==> config.mk <==
export PLATFORM = sky130hd
export DESIGN_NAME = ssd_scan_ctrl_flat
export DESIGN_NICKNAME = d
export VERILOG_FILES = /design/src/rtl/ssd_scan_ctrl_if.sv /design/src/rtl/ssd_scan_ctrl.sv /design/src/flat_wrapper.sv
export SDC_FILE = /design/constraint.sdc
export NUM_CORES = 1
export LEC_CHECK = 0
export BUFFER_PORTS_ARGS = -buffer_cell sky130_fd_sc_hd__buf_2
export CAP_MARGIN = 20
export CORE_MARGIN = 2
export CORE_UTILIZATION = 45
export CTS_CLUSTER_SIZE = 40
export DETAILED_ROUTE_END_ITERATION = 10
export HOLD_SLACK_MARGIN = 0.1
export PLACE_DENSITY = 0.68
export SLEW_MARGIN = 20
export SYNTH_ARGS = -nofsm -noshare
export SYNTH_HDL_FRONTEND = slang
export SYNTH_SLANG_ARGS = --single-unit
==> constraint.sdc <==
create_clock -name clk -period 7.15 [get_ports clk]
set_clock_uncertainty 0.15 [all_clocks]
set_input_delay 1.43 -clock clk [delete_from_list [all_inputs] [get_ports clk]]
set_output_delay 1.43 -clock clk [all_outputs]
set_load 0.01 [all_outputs]
==> src/rtl/ssd_scan_ctrl_if.sv <==
// Bundle between the display-value producer, the shared seven-segment decoder and the board pins.
// The slave modport is the scan controller's view.
interface ssd_scan_ctrl_if #(
    parameter int DIGITS = 4
);
    logic                  load;
    logic [4*DIGITS-1:0]   value;
    logic [DIGITS-1:0]     digit_en;
    logic [DIGITS-1:0]     blink_en;
    logic [3:0]            dec_in;
    logic [6:0]            dec_out;
    logic [6:0]            seg_n;
    logic [DIGITS-1:0]     an_n;
    logic                  update_pending;
    logic                  frame_done;

    modport slave (
        input  load, value, digit_en, blink_en, dec_out,
        output dec_in, seg_n, an_n, update_pending, frame_done
    );

    modport master (
        output load, value, digit_en, blink_en, dec_out,
        input  dec_in, seg_n, an_n, update_pending, frame_done
    );
endinterface

==> src/rtl/ssd_scan_ctrl.sv <==
// Multiplexed seven-segment scan controller that shares one external decoder across all digits.
// Display contents are double-buffered and swapped in only at frame boundaries.
module ssd_scan_ctrl #(
    parameter int DIGITS       = 4,
    parameter int PRESCALE     = 50000,
    parameter int BLINK_FRAMES = 64
) (
    input  logic                clk,
    input  logic                reset,
    ssd_scan_ctrl_if.slave      bus
);
    localparam int PW = (PRESCALE > 1) ? $clog2(PRESCALE) : 1;
    localparam int SW = $clog2(DIGITS);
    localparam int FW = (BLINK_FRAMES > 1) ? $clog2(BLINK_FRAMES) : 1;

    logic [PW-1:0]         r_prescale;
    logic [SW-1:0]         r_slot;
    logic [FW-1:0]         r_frame;
    logic                  r_blink_phase;
    logic [4*DIGITS-1:0]   r_act_value, r_shd_value;
    logic [DIGITS-1:0]     r_act_en, r_shd_en;
    logic [DIGITS-1:0]     r_act_blink, r_shd_blink;
    logic                  r_pending;
    logic [6:0]            r_seg_n;
    logic [DIGITS-1:0]     r_an_n;
    logic                  r_frame_done;

    logic                  w_tc;
    logic                  w_boundary;
    logic                  w_show;
    logic                  w_dead;
    logic [3:0]            w_dec_in;
    logic [DIGITS-1:0]     w_an_sel;

    assign w_tc       = (r_prescale == PW'(PRESCALE - 1));
    assign w_boundary = w_tc && (r_slot == SW'(DIGITS - 1));
    assign w_dead     = (r_prescale == '0);
    assign w_show     = r_act_en[r_slot] & ~(r_act_blink[r_slot] & r_blink_phase);

    // NOTE: every variable assigned here gets a default first so no latch is inferred.
    always_comb begin
        w_dec_in = '0;
        w_an_sel = '1;
        for (int i = 0; i < DIGITS; i++) begin
            if (r_slot == SW'(i)) begin
                w_dec_in    = r_act_value[4*i +: 4];
                w_an_sel[i] = 1'b0;
            end
        end
    end

    // NOTE: all state below uses non-blocking assignments so every term reads pre-edge values.
    always_ff @(posedge clk or posedge reset) begin
        if (reset) begin
            r_prescale    <= '0;
            r_slot        <= '0;
            r_frame       <= '0;
            r_blink_phase <= 1'b0;
            r_act_value   <= '0;
            r_shd_value   <= '0;
            r_act_en      <= '0;
            r_shd_en      <= '0;
            r_act_blink   <= '0;
            r_shd_blink   <= '0;
            r_pending     <= 1'b0;
            r_seg_n       <= 7'h7F;
            r_an_n        <= '1;
            r_frame_done  <= 1'b0;
        end else begin
            r_prescale   <= w_tc ? '0 : r_prescale + PW'(1);
            r_frame_done <= w_boundary;

            if (w_tc) begin
                r_slot <= (r_slot == SW'(DIGITS - 1)) ? '0 : r_slot + SW'(1);
            end

            if (w_boundary) begin
                if (r_frame == FW'(BLINK_FRAMES - 1)) begin
                    r_frame       <= '0;
                    r_blink_phase <= ~r_blink_phase;
                end else begin
                    r_frame <= r_frame + FW'(1);
                end
            end

            // A load landing on the boundary edge bypasses the shadow entirely.
            if (bus.load) begin
                r_shd_value <= bus.value;
                r_shd_en    <= bus.digit_en;
                r_shd_blink <= bus.blink_en;
            end
            if (w_boundary && bus.load) begin
                r_act_value <= bus.value;
                r_act_en    <= bus.digit_en;
                r_act_blink <= bus.blink_en;
                r_pending   <= 1'b0;
            end else if (w_boundary && r_pending) begin
                r_act_value <= r_shd_value;
                r_act_en    <= r_shd_en;
                r_act_blink <= r_shd_blink;
                r_pending   <= 1'b0;
            end else if (bus.load) begin
                r_pending <= 1'b1;
            end

            r_seg_n <= w_show ? bus.dec_out : 7'h7F;
            r_an_n  <= (w_show && !w_dead) ? w_an_sel : '1;
        end
    end

    assign bus.dec_in         = w_dec_in;
    assign bus.seg_n          = r_seg_n;
    assign bus.an_n           = r_an_n;
    assign bus.update_pending = r_pending;
    assign bus.frame_done     = r_frame_done;
endmodule

==> src/flat_wrapper.sv <==
// flat-port wrapper written by rule: the top's interface ports become plain ports
module ssd_scan_ctrl_flat 
#(
    parameter int DIGITS       = 4,
    parameter int PRESCALE     = 50000,
    parameter int BLINK_FRAMES = 64
)
  (clk, reset, bus_load, bus_value, bus_digit_en, bus_blink_en, bus_dec_out, bus_dec_in, bus_seg_n, bus_an_n, bus_update_pending, bus_frame_done);
  ssd_scan_ctrl_if #(.DIGITS(DIGITS)) bus_i ();
  input  logic clk;
  input  logic reset;
  input wire logic [$bits(bus_i.load)-1:0] bus_load;
  input wire logic [$bits(bus_i.value)-1:0] bus_value;
  input wire logic [$bits(bus_i.digit_en)-1:0] bus_digit_en;
  input wire logic [$bits(bus_i.blink_en)-1:0] bus_blink_en;
  input wire logic [$bits(bus_i.dec_out)-1:0] bus_dec_out;
  output wire logic [$bits(bus_i.dec_in)-1:0] bus_dec_in;
  output wire logic [$bits(bus_i.seg_n)-1:0] bus_seg_n;
  output wire logic [$bits(bus_i.an_n)-1:0] bus_an_n;
  output wire logic [$bits(bus_i.update_pending)-1:0] bus_update_pending;
  output wire logic [$bits(bus_i.frame_done)-1:0] bus_frame_done;
  assign bus_i.load = bus_load;
  assign bus_i.value = bus_value;
  assign bus_i.digit_en = bus_digit_en;
  assign bus_i.blink_en = bus_blink_en;
  assign bus_i.dec_out = bus_dec_out;
  assign bus_dec_in = bus_i.dec_in;
  assign bus_seg_n = bus_i.seg_n;
  assign bus_an_n = bus_i.an_n;
  assign bus_update_pending = bus_i.update_pending;
  assign bus_frame_done = bus_i.frame_done;
  ssd_scan_ctrl #(.DIGITS(DIGITS), .PRESCALE(PRESCALE), .BLINK_FRAMES(BLINK_FRAMES)) u_core (.clk(clk), .reset(reset), .bus(bus_i));
endmodule
==> summary.md, run 1 <==
| Metric | Value |
|---|---|
| Synth warn | `0` |
| Detailed-route wire length per cell | `14.23 µm` |
| Min Hold Slack | `0.3201 ns` |
| Initial antenna violation count | `0` |
| Congestion Overflow GR | `0` |
| Area of the multi-input gates | `1511 µm²` |
| CP Max Fanout | `9` |
| Register bit total from synthesis | `86` |
| Synth Cell Area | `3794 µm²` |
| Starting Density | `46.40%` |
| Critical path, cell by cell | `inv_1 > ha_1 > nand3b_1 > a21oi_1 > a21oi_1 > o21ai_0 > buf_2` |
| Max incr delay on CP | `0.44 ns` |
| DRC | `0` |
| Most frequent cells in the layout | `75 x dfrtp_1, 50 x buf_2, 29 x mux2_2, 25 x nand2_1, 20 x mux2_4` |
| Placement Setup Slack | `3.987 ns` |
| Detailed Routing Iterations Pass 1 | `6` |
| Worst Setup Path Type | `reg2out` |
| Syn Inst Count | `288` |
| Synth area leader | `dfrtp_1` |
| Post-CTS Setup Bufs | `0` |
| CTS Sinks | `86` |
| Final TNS setup | `0 ns` |
| Core Area | `8175 µm²` |
| Mapped Avg Cell Area | `13.17 µm²` |
| IO Port Bufs | `50` |
| Layout net count | `382` |
| Crit path required time | `5.57 ns` |
| Max cap viols | `0` |
| Fillcell total | `706` |
| FFs w/ async S/R, synth | `100.0%` |
| Ys flop type | `dfrtp_1` |
| Syn_nets | `329` |
| VDD IR max | `0.00009248 V` |
| Largest net degree at the start of global routing | `77` |
| Commonest non-fill, non-tap cell in the layout | `dfrtp_1` |
| Vias in the first global route | `2275` |
| Yosys top cell area share | `49.47%` |
| Detail Route Antenna Nets | `0` |
| Slowest cell on crit path | `dfrtp_1` |
| Area contributors post-synth | `dfrtp_1 49%, mux2_2 8.6%, mux2_4 7.9%, dfstp_2 7.6%, nand2_1 2.5%` |
| Synth cell types | `44` |
| Cell mode on critical path | `a21oi_1` |
| Final WS setup | `3.603 ns` |
| H-tree levels | `3` |
| Hold Buf Count CTS | `0` |
| Worst-Skew Late Latency | `0.36 ns` |
| Clk pin slew, worst setup/hold paths | `0.09 ns` |
| Die X | `95.82 µm` |
| Max_slew headroom | `28.38%` |
| PwrDens | `214.4 nW/µm²` |
| WL final | `6.419 mm` |
| Fin. Hold Viols | `0` |
| Share of cells above drive strength 1 | `39.60%` |
| Area grow syn2layout | `13.95%` |
| Via count | `2274` |
| Crit start category | `flip-flop` |
| Crit path time final | `3.547 ns` |
| Reg2reg setup slack | `4.41 ns` |
| Vias per cell | `5.042` |
| I/O Pins | `51` |
| HPWL after DPL | `4.376 mm` |
| Final core utilization | `52.88%` |
| FF/Latch Area | `2166 µm²` |
| Sequential share of the synthesized area | `57.09%` |
| Die H | `95.82 µm` |
| Setup violators final | `0` |
| P_leak | `0.002023 µW` |
| Num CTS Buffers | `9` |
| Worst Path Arrival | `1.97 ns` |
| Starting DRC count in detailed routing | `88` |
| First-pass GRT wire length | `10.66 mm` |
| Unrepaired setup endpoints after global routing | `false` |
| Tot Pwr | `926.7 µW` |
| Clk root buf | `clkbuf_8` |
| Clock Path Buffers | `2` |
| Die area | `9181 µm²` |
| TritonCTS clock tree | `yes` |
| Post-synth EDFFs | `0` |
| Gr usage total | `15.37%` |
| Slew at the pin closest to its max-slew limit | `1.065 ns` |
| FMAX | `282.0 MHz` |
| Hold Crit Class | `reg2reg` |
| Final Max Tran Viols | `0` |
| Antenna Cells | `0` |
| Final Cycle Share | `49.60%` |
| GP Congestion | `0.8194` |
| CTS resizes | `0` |
| Row count | `33` |
| Crit end category | `output pin` |
| Status | `complete, no violations` |
-- metal layers --
layer	vias to the layer above	track usage, %	share of wire, %
met2	39	23.08	45
met4	0	6.786	1.8
met5	-	0	0
met1	1121	21.09	48
met3	9	3.994	4.4
li1	1105	-	-
-- power by group --
part / switching [µW] / leakage [µW] / internal, µW
registers: 6.41 / 0.00108 / 507
clock network: 188 / 0.000104 / 169
logic: 26.6 / 0.000842 / 29.3
-- through the flow --
stage	instances	instance area (µm²)
final	451	4323
after global placement	435	4113
after global routing	451	4323
after CTS	451	4323
after floorplan	288	3794
after detailed placement	435	4113
-- synthesized netlist by cell type, types with 2 or more instances --
library cell / instances
a21oi_1: 12
and4_1: 4
buf_12: 2
clkbuf_1: 5
dfrtp_1: 75
dfstp_2: 11
ha_1: 7
inv_1: 10
mux2_2: 29
mux2_4: 20
mux4_2: 2
nand2_1: 25
nand2b_1: 5
nand3_1: 8
nand3b_1: 4
nand4_1: 3
nor2_1: 11
nor2b_1: 2
nor3_1: 3
o21ai_0: 10
o31ai_1: 2
or2b_1: 2
or3_1: 4
xnor2_1: 6
xor2_1: 7
-- path summary, 6_finish.rpt --
kind,depth (start not counted),startpoint,end
hold / removal,1,u_core.r_blink_phase,u_core.r_blink_phase
max in group asynchronous,3,reset,u_core.r_act_value[6]
min in group asynchronous,2,reset,u_core.r_prescale[8]
setup / recovery,7,u_core.r_slot[1],bus_dec_in[3]
setup reg to reg,6,u_core.r_slot[0],u_core.r_act_value[4]
hold reg to reg,1,u_core.r_blink_phase,u_core.r_blink_phase
-- worst max-delay path: cells and delay by family (launching register included) --
kind / cells / cell delay [ns]
DFF: 1 / 0.44
AOI/OAI and AO/OA: 3 / 0.41
adders and majority gates: 1 / 0.29
buffers and inverters: 2 / 0.27
and+or+nand+nor: 1 / 0.19
-- final cells by class --
class | instances | share of cell area [%]
multi-input cells | 182 | 34.96
well taps | 105 | 3.039
flip-flops and latches | 86 | 50.10
repair buffers | 52 | 6.136
clock buffers | 9 | 2.865
inverters | 10 | 0.8972
clock inverters | 7 | 1.997
-- state kept, by name, indices dropped and copies added (netlist names) --
| name | cells |
|---|---|
| u_core.r_act_en | 4 |
| u_core.r_shd_value | 16 |
| u_core.r_shd_en | 4 |
| u_core.bus.an_n | 4 |
| u_core.bus.update_pending | 1 |
| u_core.bus.seg_n | 7 |
| u_core.r_shd_blink | 4 |
| u_core.r_blink_phase | 1 |
| u_core.bus.frame_done | 1 |
| u_core.r_slot | 2 |
| u_core.r_act_blink | 4 |
| u_core.r_act_value | 16 |
| u_core.r_prescale | 16 |
| u_core.r_frame | 6 |
-- kinds of logic (layout without fill, tap and decap cells) --
| group | Yosys count | after routing | synth area share (%) |
|---|---|---|---|
| buf+inv | 20 | 78 | 3.067 |
| compound gates | 28 | 28 | 4.090 |
| mux | 51 | 51 | 17.71 |
| flops | 86 | 86 | 57.09 |
| xor+xnor | 13 | 13 | 3.001 |
| simple gates | 83 | 83 | 12.73 |
| fa+ha+maj | 7 | 7 | 2.309 |
No activity file was read; power rests on OpenSTA's default activity.
==> run 2: changes to the inputs <==
Settings changed: ABC_AREA set to 1, PLACE_DENSITY 0.68 to 0.7.
Clock period 7.15 ns to 3 ns, I/O delays scaled along.
==> run 2 against run 1 <==
Compared with the run above: sequential power grew 130%; register-to-register slack got worse by 3.4 ns; worst setup slack worse by 3.3 ns; critical path type unchanged; largest cell class unchanged; highest routed layer unchanged.
==> summary.md, run 2 <==
| Metric | Value |
|---|---|
| FMAX | `367.3 MHz` |
| Max incr delay on CP | `0.45 ns (was 0.44 ns)` |
| Initial antenna violation count | `0 (unchanged)` |
| Synth Cell Area | `4177 µm² (was 3794 µm²)` |
| Setup violators final | `0 (unchanged)` |
| Worst-Skew Late Latency | `0.36 ns (about the same)` |
| FFs w/ async S/R, synth | `100.0% (unchanged)` |
| Clock Path Buffers | `2 (unchanged)` |
| PwrDens | `448.1 nW/µm² (was 214.4 nW/µm²)` |
| IO Port Bufs | `50 (unchanged)` |
| Synth cell types | `31 (was 44)` |
| DRC | `0 (unchanged)` |
| Hold Buf Count CTS | `0 (unchanged)` |
| Finished Layout Cells | `663 (was 451)` |
| Crit path depth | `7 (unchanged)` |
| Largest delay contributor family on the critical path | `buffers and inverters (was flip-flops)` |
| Antenna Cells | `0 (unchanged)` |
| TritonCTS clock tree | `yes (unchanged)` |
| Final Max Tran Viols | `0 (unchanged)` |
| Final core utilization | `51.66% (was 52.88%)` |
| Crit end category | `output pin (unchanged)` |
| VDD IR max | `0.0002656 V (was 0.00009248 V)` |
| Clk pin slew, worst setup/hold paths | `0.08 ns (was 0.09 ns)` |
| Crit start category | `flip-flop (unchanged)` |
| Worst r2r path cells | `7 (was 6)` |
| Worst Path Arrival | `1.97 ns (about the same)` |
| Syn Inst Count | `498 (was 288)` |
| Via count | `3348 (was 2274)` |
| Die H | `100.3 µm (was 95.82 µm)` |
| HPWL after DPL | `6.205 mm (was 4.376 mm)` |
| Die X | `100.3 µm (was 95.82 µm)` |
| CTS Sinks | `86 (unchanged)` |
| CP startpoint | `u_core.r_slot[0] (was u_core.r_slot[1])` |
| Crit path time final | `2.722 ns` |
| Largest net degree at the start of global routing | `49 (was 77)` |
| Syn_nets | `539 (was 329)` |
| Post-CTS Setup Bufs | `0 (unchanged)` |
| Num CTS Buffers | `9 (unchanged)` |
| Crit path required time | `2.25 ns (was 5.57 ns)` |
| Unrepaired setup endpoints after global routing | `false (unchanged)` |
| Register bit total from synthesis | `86 (unchanged)` |
| Most common cell in the netlist | `nand2_1 (was dfrtp_1)` |
| Most frequent cells in the layout | `144 x nand2_1, 75 x dfrtp_1, 62 x inv_1, 50 x buf_2 (was 75 x dfrtp_1, 50 x buf_2, 29 x mux2_2, 25 x nand2_1, 20 x mux2_4)` |
| WP buf/inv | `3 (was 2)` |
| R2R Path Start | `u_core.r_prescale[0] (was u_core.r_slot[0])` |
| Yosys top cell area share | `44.94% (was 49.47%)` |
| Gr usage total | `18.86% (was 15.37%)` |
| P_leak | `0.002418 µW (was 0.002023 µW)` |
| RR Endpoint | `u_core.r_act_en[3] (was u_core.r_act_value[4])` |
| Post-synth EDFFs | `0 (unchanged)` |
| WL final | `8.838 mm (was 6.419 mm)` |
| Vias per cell | `5.050 (was 5.042)` |
| Fin. Hold Viols | `0 (unchanged)` |
| Area after DPL | `4508 µm² (was 4113 µm²)` |
| Largest regs | `u_core.r_act_value: 16 flops, u_core.r_prescale: 16 flops, u_core.r_shd_value: 16 flops (unchanged)` |
| Reg2reg setup slack | `0.98 ns (was 4.41 ns)` |
| Mapped Avg Cell Area | `8.387 µm² (was 13.17 µm²)` |
| Area grow syn2layout | `12.67% (was 13.95%)` |
| Synth area leader | `dfrtp_1 (unchanged)` |
| Die area | `10070 µm² (was 9181 µm²)` |
| Clk root buf | `clkbuf_8 (unchanged)` |
| Commonest non-fill, non-tap cell in the layout | `nand2_1 (was dfrtp_1)` |
| Hold Crit Class | `in2async (was reg2reg)` |
| Detail Route Antenna Nets | `0 (unchanged)` |
| Setup crit end | `bus_dec_in[3] (unchanged)` |
| CP Max Fanout | `8 (was 9)` |
| Cell mode on critical path | `inv_1 (was a21oi_1)` |
| Status | `complete, no violations (unchanged)` |
| Layout net count | `589 (was 382)` |
| Vias in the first global route | `3210 (was 2275)` |
| Non-Filler Cell Area, Final | `4706 µm² (was 4323 µm²)` |
| Congestion Overflow GR | `0 (unchanged)` |
| Commonest cells in the netlist | `144 x nand2_1, 75 x dfrtp_1, 63 x inv_1 (was 75 x dfrtp_1, 29 x mux2_2, 25 x nand2_1)` |
| Core Area | `9109 µm² (was 8175 µm²)` |
| Slowest cell on crit path | `dfrtp_1 (unchanged)` |
| Final Cycle Share | `90.75%` |
| GP Congestion | `0.8732 (was 0.8194)` |
| Final TNS setup | `0 ns (unchanged)` |
| CTS resizes | `0 (unchanged)` |
| Area contributors post-synth | `dfrtp_1 45%, nand2_1 13%, dfstp_2 6.9%, inv_1 5.7%, nand4_1 4.8% (was dfrtp_1 49%, mux2_2 8.6%, mux2_4 7.9%, dfstp_2 7.6%, nand2_1 2.5%)` |
| I/O Pins | `51 (unchanged)` |
| Critical path, cell by cell | `inv_1 > ha_1 > inv_1 > nand2_1 > a31oi_1 > o21ai_0 > buf_2 (was inv_1 > ha_1 > nand3b_1 > a21oi_1 > a21oi_1 > o21ai_0 > buf_2)` |
| Max cap viols | `0 (unchanged)` |
| Share of cells above drive strength 1 | `19.75% (was 39.60%)` |
| First-pass GRT wire length | `14.93 mm (was 10.66 mm)` |
| Sequential share of the synthesized area | `51.86% (was 57.09%)` |
| Ys flop type | `dfrtp_1 (unchanged)` |
| Worst Setup Path Type | `reg2out (unchanged)` |
| Dpl cells | `648 (was 435)` |
| H-tree levels | `3 (unchanged)` |
| Synth warn | `0 (unchanged)` |
| Detailed-route wire length per cell | `13.33 µm (was 14.23 µm)` |
| Detailed Routing Iterations Pass 1 | `5 (was 6)` |
| Starting DRC count in detailed routing | `210 (was 88)` |
| Tot Pwr | `2109 µW (was 926.7 µW)` |
| Row count | `35 (was 33)` |
| Max_slew headroom | `50.86% (was 28.38%)` |
| Slew at the pin closest to its max-slew limit | `0.7362 ns (was 1.065 ns)` |
| Starting Density | `45.85% (was 46.40%)` |
## run 2: layer usage
metal,GRT usage [%],routed length [µm],up-vias
met1,25.59,4094,1551
met4,8.430,243,0
met3,4.248,492,18
met5,0,0,-
li1,-,-,1678
met2,29.01,4007,101
## run 2: final cells by class
cell class,count,area [µm²]
Sequential cell,86,2166
Clock buffer,10,137.6
Tap cell,111,138.9
Multi-Input combinational cell,327,1643
Timing Repair Buffer,58,310.3
Clock inverter,5,60.06
Inverter,66,250.2
Fill cell,886,4403
## run 2: how the worst min path moves through the flow
stage / startpoint / endpoint / slack, ns / cells past startpoint
finish: reset / u_core.r_shd_value[3] / 0.18 / 2
global route: reset / u_core.r_shd_value[0] / 0.24 / 2
CTS: reset / u_core.r_shd_value[0] / 0.20 / 2
detailed placement: u_core.r_act_blink[2] / u_core.r_act_blink[2] / 0.33 / 2
global placement: u_core.r_prescale[0] / u_core.r_prescale[0] / 0.32 / 1
floorplan: u_core.r_act_blink[1] / u_core.r_act_blink[1] / 0.29 / 2
## run 2: cells by family after synthesis
family | share of synthesized area (%)
and+or+nand+nor | 28.94
DFF | 51.86
buffers and inverters | 8.808
AOI/OAI and AO/OA | 6.621
xor gates and xnor gates | 1.678
adders and majority gates | 2.097
## run 2: through the flow
stage,setup WS [ns],hold slack (ns)
2_1_floorplan,0.04635,0.2942
3_3_place_gp,0.7685,0.3191
3_5_place_dp,0.7018,0.3297
4_1_cts,0.3023,0.2040
5_1_grt,0.1582,0.2360
6_report,0.2776,0.1835
## run 2: report_power, final
group	switching, µW	internal (µW)	leakage (µW)	total [µW]
combinational	59.6	33.4	0.00122	93.0
clock	416	404	0.0000983	820
sequential	7.66	1190	0.00110	1200
total	483	1630	0.00242	2110
